$ cat config.mk
export PLATFORM = sky130hd
export DESIGN_NAME = imem_fetch_ctrl
export DESIGN_NICKNAME = d
export VERILOG_FILES = /design/src/rtl/imem_fetch_ctrl.sv
export SDC_FILE = /design/constraint.sdc
export NUM_CORES = 1
export LEC_CHECK = 0
export BUFFER_PORTS_ARGS = -buffer_cell sky130_fd_sc_hd__clkbuf_2
export CAP_MARGIN = 20
export CORE_ASPECT_RATIO = 0.9
export CORE_MARGIN = 2
export CORE_UTILIZATION = 43
export CTS_BUF_LIST = sky130_fd_sc_hd__clkbuf_16
export CTS_CLUSTER_SIZE = 28
export DETAILED_ROUTE_END_ITERATION = 8
export GPL_TIMING_DRIVEN = 0
export PLACE_DENSITY = 0.74
export SLEW_MARGIN = 15
export SYNTH_ARGS = -nofsm -noshare
export SYNTH_HDL_FRONTEND = slang
export SYNTH_SLANG_ARGS = --single-unit
$ cat constraint.sdc
create_clock -name clk -period 3.9 [get_ports clk]
set_clock_uncertainty 0.05 [all_clocks]
set_input_delay 0 -clock clk [delete_from_list [all_inputs] [get_ports clk]]
set_output_delay 0 -clock clk [all_outputs]
set_load 0.02 [all_outputs]
$ cat src/rtl/imem_fetch_ctrl.sv
// imem_fetch_ctrl: boot-image loader arbiter and fetch-PC sequencer for the
// single-cycle core's instruction memory. LOAD owns the memory write port,
// RUN generates the fetch PC, HALT/FAULT park the core until restart.
module imem_fetch_ctrl #(
  parameter int          DEPTH    = 64,
  parameter int          AW       = $clog2(DEPTH),
  parameter logic [31:0] RESET_PC = 32'h0
) (
  input  logic          clk,
  input  logic          rst,
  input  logic          load_valid,
  output logic          load_ready,
  input  logic [AW-1:0] load_addr,
  input  logic [31:0]   load_data,
  input  logic          load_done,
  output logic          imem_we,
  output logic [AW-1:0] imem_waddr,
  output logic [31:0]   imem_wdata,
  output logic [31:0]   pc,
  input  logic [31:0]   instruction,
  input  logic          stall,
  input  logic          br_taken,
  input  logic [31:0]   br_target,
  output logic          fetch_valid,
  output logic          halt,
  output logic          fault,
  output logic [1:0]    fault_code,
  output logic [31:0]   instr_count,
  input  logic          restart
);

  typedef enum logic [1:0] {
    S_LOAD  = 2'd0,
    S_RUN   = 2'd1,
    S_HALT  = 2'd2,
    S_FAULT = 2'd3
  } state_t;

  localparam logic [31:0] EBREAK   = 32'h0010_0073;
  localparam logic [32:0] PC_LIMIT = 33'(DEPTH) * 33'd4;
  localparam logic [AW:0] CNT_FULL = (AW+1)'(DEPTH);

  // A fetch address is legal only inside the instruction memory.
  function automatic logic addr_in_range(input logic [32:0] addr);
    return addr < PC_LIMIT;
  endfunction

  state_t        state_q, state_d;
  logic [31:0]   pc_q, pc_d;
  logic [31:0]   cnt_q, cnt_d;
  logic [AW:0]   ld_cnt_q, ld_cnt_d;
  logic [1:0]    fault_code_q, fault_code_d;
  logic          load_accept;
  logic [AW:0]   ld_cnt_inc;
  logic [32:0]   pc_plus4;

  // Next-state, PC and retire logic; RUN priority is stall > ebreak > branch > sequential.
  always_comb begin
    state_d      = state_q;
    pc_d         = pc_q;
    cnt_d        = cnt_q;
    ld_cnt_d     = ld_cnt_q;
    fault_code_d = fault_code_q;
    load_accept  = load_valid & (state_q == S_LOAD);
    ld_cnt_inc   = ld_cnt_q + {{AW{1'b0}}, load_accept};
    pc_plus4     = {1'b0, pc_q} + 33'd4;
    case (state_q)
      S_LOAD: begin
        ld_cnt_d = ld_cnt_inc;
        // A word accepted alongside load_done is still written this edge.
        if (load_done || (ld_cnt_inc == CNT_FULL)) begin
          state_d  = S_RUN;
          pc_d     = RESET_PC;
          ld_cnt_d = '0;
        end
      end
      S_RUN: begin
        if (!stall) begin
          if (instruction == EBREAK) begin
            state_d = S_HALT;
          end else if (br_taken) begin
            if (br_target[1:0] != 2'b00) begin
              state_d      = S_FAULT;
              fault_code_d = 2'd1;
            end else if (!addr_in_range({1'b0, br_target})) begin
              state_d      = S_FAULT;
              fault_code_d = 2'd2;
            end else begin
              pc_d  = br_target;
              cnt_d = cnt_q + 32'd1;
            end
          end else if (!addr_in_range(pc_plus4)) begin
            state_d      = S_FAULT;
            fault_code_d = 2'd2;
          end else begin
            pc_d  = pc_plus4[31:0];
            cnt_d = cnt_q + 32'd1;
          end
        end
      end
      default: begin
        // HALT and FAULT hold everything until a restart.
        if (restart) begin
          state_d      = S_RUN;
          pc_d         = RESET_PC;
          cnt_d        = '0;
          fault_code_d = 2'd0;
        end
      end
    endcase
  end

  // State and datapath registers; reset aborts any load or run immediately.
  always_ff @(posedge clk or negedge rst) begin
    if (!rst) begin
      state_q      <= S_LOAD;
      pc_q         <= RESET_PC;
      cnt_q        <= '0;
      ld_cnt_q     <= '0;
      fault_code_q <= 2'd0;
    end else begin
      state_q      <= state_d;
      pc_q         <= pc_d;
      cnt_q        <= cnt_d;
      ld_cnt_q     <= ld_cnt_d;
      fault_code_q <= fault_code_d;
    end
  end

  assign load_ready  = (state_q == S_LOAD);
  assign imem_we     = load_accept;
  assign imem_waddr  = load_addr;
  assign imem_wdata  = load_data;
  assign pc          = pc_q;
  assign fetch_valid = (state_q == S_RUN);
  assign halt        = (state_q == S_HALT);
  assign fault       = (state_q == S_FAULT);
  assign fault_code  = fault_code_q;
  assign instr_count = cnt_q;

endmodule

==> flow_metrics.env <==
export IMPL_required_ps=4070
export IMPL_rsz0062_at_grt="false"
export IMPL_max_slew_margin_rel_pct=57.20
export IMPL_setup_viol=0
export IMPL_start_util_pct=44.49
export IMPL_p_leak_nw=3.296
export IMPL_die_y_um=104.8
export IMPL_synth_area_um2=4850
export IMPL_reg2reg_slack_ps=230
export IMPL_final_hold_viol_count=0
export IMPL_yosys_cell_types_count=62
export IMPL_diodes=0
export IMPL_async_flop_share_pct=100.0
export IMPL_via_count=5315
export IMPL_drt_iter0_drc=468
export IMPL_drv_cap=0
export IMPL_die_w_um=115.9
export IMPL_clk_latency_ps=340
export IMPL_power_density_nw_per_um2=331.2
export IMPL_synthToLayoutAreaGrowth_pct=31.58
export IMPL_status="complete, no violations"
export IMPL_final_nets=868
export IMPL_synth_top_cell_by_area="dfrtp_1"
export IMPL_synth_top_area_share_pct=38.70
export IMPL_synth_most_common_cell="dfrtp_1"
export IMPL_gp_congestion=0.9112
export IMPL_tritoncts="done"
export IMPL_drv_slew=0
export IMPL_portBuffers=179
export IMPL_fmax_mhz=272.5
export IMPL_die_area_um2=12150
export IMPL_gr_total_overflow=0
export IMPL_cpPeakStageDelay_ps=450
export IMPL_crit_path_cell_trace="or2_2 > inv_1 > and2_1 > ha_1 > ha_2 > or2_2 > o41ai_4 > nand2_1 > nor3b_4 > buf_4 > nand2_1 > a32o_1"
export IMPL_min_path_type="primary input to register"
export IMPL_grt_start_max_net_pins=55
export IMPL_tightest_slew_ps=637.1
export IMPL_clk_pin_slew_ps=60
export IMPL_power_total_mw=2.114
export IMPL_synthCells=555
export IMPL_grt_pass1_vias=4872
export IMPL_ys_flop_type="dfrtp_1"
export IMPL_clock_sinks=75
export IMPL_cp_start_kind="register"
export IMPL_post_route_period_util_pct=94.11
export IMPL_drive_gt1_share_pct=36.05
export IMPL_cpMaxStageDelayCell="dfrtp_1"
export IMPL_viasPerCell=5.828
export IMPL_dr_pass1_iters=5
export IMPL_synth_seq_cells=75
export IMPL_r2r_start="state_q[1]$_DFFE_PN0P_"
export IMPL_grt_pass1_wl_mm=24.00
export IMPL_dp_hpwl_mm=11.33
export IMPL_reg2reg_to="pc[5]$_DFFE_PN0P_"
export IMPL_root_buffer="clkbuf_16"
export IMPL_grt_use_total_pct=24.94
export IMPL_multi_input_area_um2=2621
export IMPL_drc=0
export IMPL_ir_worst_vdd_v=0.0001942
export IMPL_post_drt_wl_per_cell_um=16.71
export IMPL_synthTopCellsByArea="dfrtp_1, buf_4, and2_1"
export IMPL_holdWs_ps=11.52
export IMPL_cts_max_level=3
export IMPL_clk_path_buf_depth=2
export IMPL_synth_edff_count=0
export IMPL_critPathLaunch="state_q[1]$_DFFE_PN0P_"
export IMPL_crit_type="register to register"
export IMPL_synth_seq_area_share_pct=38.70
export IMPL_wl_mm=15.24
export IMPL_antenna_found_initial=0
export IMPL_cp_max_fo=8
export IMPL_ff2ff_path_depth=12
export IMPL_synthTopCellsByCount="dfrtp_1, nand2_1, buf_4, nor2_1, and2_1"
export IMPL_fillers=976
export IMPL_min_delay_start="br_target[4]"
export IMPL_regArea_um2=1877
export IMPL_core_area_um2=10900
export IMPL_hold_depth=4
export IMPL_worstSetupEndpoint="pc[5]$_DFFE_PN0P_"
export IMPL_cp_end_kind="register"
export IMPL_arrival_ps=3840
export IMPL_period_needed_ps=3670
export IMPL_yosys_warnings=0
export IMPL_synth_nets=668
export IMPL_ant_nets=0
export IMPL_std_cell_rows=36
export IMPL_numCtsBuffers=9
export IMPL_syn_avg_cell_area_um2=8.738
export IMPL_pin_count=218
-- sequential cells by signal (all words and copies together) (netlist names) --
register	flops
fault_code	2
state_q	2
ld_cnt_q	7
pc	32
instr_count	32
-- routing by layer --
metal	GRT usage, %	up-vias	wire [µm]
li1	-	2428	-
met1	31.78	2503	6034
met2	41.10	330	7310
met3	4.756	54	1324
met4	10.71	0	570
met5	0	-	0
-- placed cells by master (no fill, tap or decap), types with 5 or more instances in the layout --
| cell | Yosys | layout |
|---|---|---|
| clkbuf_2 | 0 | 181 |
| dfrtp_1 | 75 | 75 |
| nand2_1 | 54 | 53 |
| buf_4 | 38 | 42 |
| nor2_1 | 38 | 38 |
| and2_1 | 33 | 33 |
| nand3_1 | 32 | 32 |
| o21ai_0 | 21 | 20 |
| and3_1 | 19 | 19 |
| nor4_1 | 18 | 17 |
| a21oi_1 | 17 | 17 |
| nand4_1 | 17 | 17 |
| clkbuf_1 | 19 | 15 |
| nand2b_1 | 12 | 12 |
| a31oi_1 | 11 | 11 |
| nor3_1 | 10 | 10 |
| inv_1 | 9 | 9 |
| mux2i_1 | 9 | 9 |
| clkbuf_16 | 0 | 9 |
| or2_2 | 8 | 8 |
| or3_1 | 8 | 8 |
| a41o_1 | 8 | 8 |
| or4_1 | 7 | 7 |
| o31ai_1 | 7 | 7 |
| clkinv_2 | 0 | 7 |
| xor2_1 | 6 | 6 |
| and4_1 | 6 | 6 |
| dlygate4sd3_1 | 0 | 6 |
| a32o_1 | 5 | 5 |
-- through the flow --
step | instance area (µm²) | util [%] | instances | setup WS [ps] | TNS [ps]
6_report | 6381 | 58.54 | 912 | 229.7 | 0
5_1_grt | 6381 | 58.54 | 912 | 16.88 | 0
4_1_cts | 6326 | 58.03 | 911 | 60.25 | 0
3_5_place_dp | 5971 | 54.78 | 887 | -635.1 | -16550
3_3_place_gp | 5941 | 54.50 | 886 | -526.7 | -13040
2_1_floorplan | 4855 | - | 555 | 46.15 | 0
-- cells by family after synthesis --
group / count (synthesis) / synth area share [%]
buffers and inverters: 70 / 8.591
and+or+nand+nor: 281 / 32.20
muxes: 12 / 2.554
xor gates and xnor gates: 7 / 1.264
AOI/OAI and AO/OA: 106 / 15.66
DFF: 75 / 38.70
adders and majority gates: 4 / 1.032
-- worst max-delay path: cells and delay by family, from the launching register on --
family,cells,cell delay [ps]
flops,1,450
compound gates,2,680
simple gates,6,1450
fa+ha+maj,2,560
buf+inv,2,370
-- how the worst min path moves through the flow --
| stage | end | slack (ps) |
|---|---|---|
| 2_1_floorplan | fault_code[0]$_DFFE_PN0P_ | -350 |
| 3_3_place_gp | imem_wdata[12] | 180 |
| 3_5_place_dp | pc[9]$_DFFE_PN0P_ | -100 |
| 4_1_cts | pc[2]$_DFFE_PN0P_ | 10 |
| 5_1_grt | pc[2]$_DFFE_PN0P_ | 30 |
| 6_report | pc[4]$_DFFE_PN0P_ | 10 |
-- where the power goes --
| group | total (mW) | switching [mW] | internal (mW) |
|---|---|---|---|
| combinational | 0.458 | 0.275 | 0.183 |
| sequential | 0.909 | 0.0804 | 0.829 |
| clock | 0.747 | 0.324 | 0.422 |
| total | 2.11 | 0.680 | 1.43 |
-- layout make-up --
cell class | count | share of cell area, %
clock buffer | 9 | 3.529
buffer | 60 | 6.000
tap | 152 | 2.980
clock inverter | 7 | 0.5490
timing repair buffer | 190 | 15.92
sequential | 75 | 29.41
multi-input combinational | 410 | 41.08
inverter | 9 | 0.5294
-- what timing repair did --
item | 4_1_cts | 5_1_grt
pin swaps | 2 | 1
hold buffers | 6 | 0
setup buffers | 2 | 2
resized for setup | 3 | 14
setup endpoints to repair | 44 | 66
endpoints found under the hold margin | 81 | 0
(Power assumes the default switching activity.)
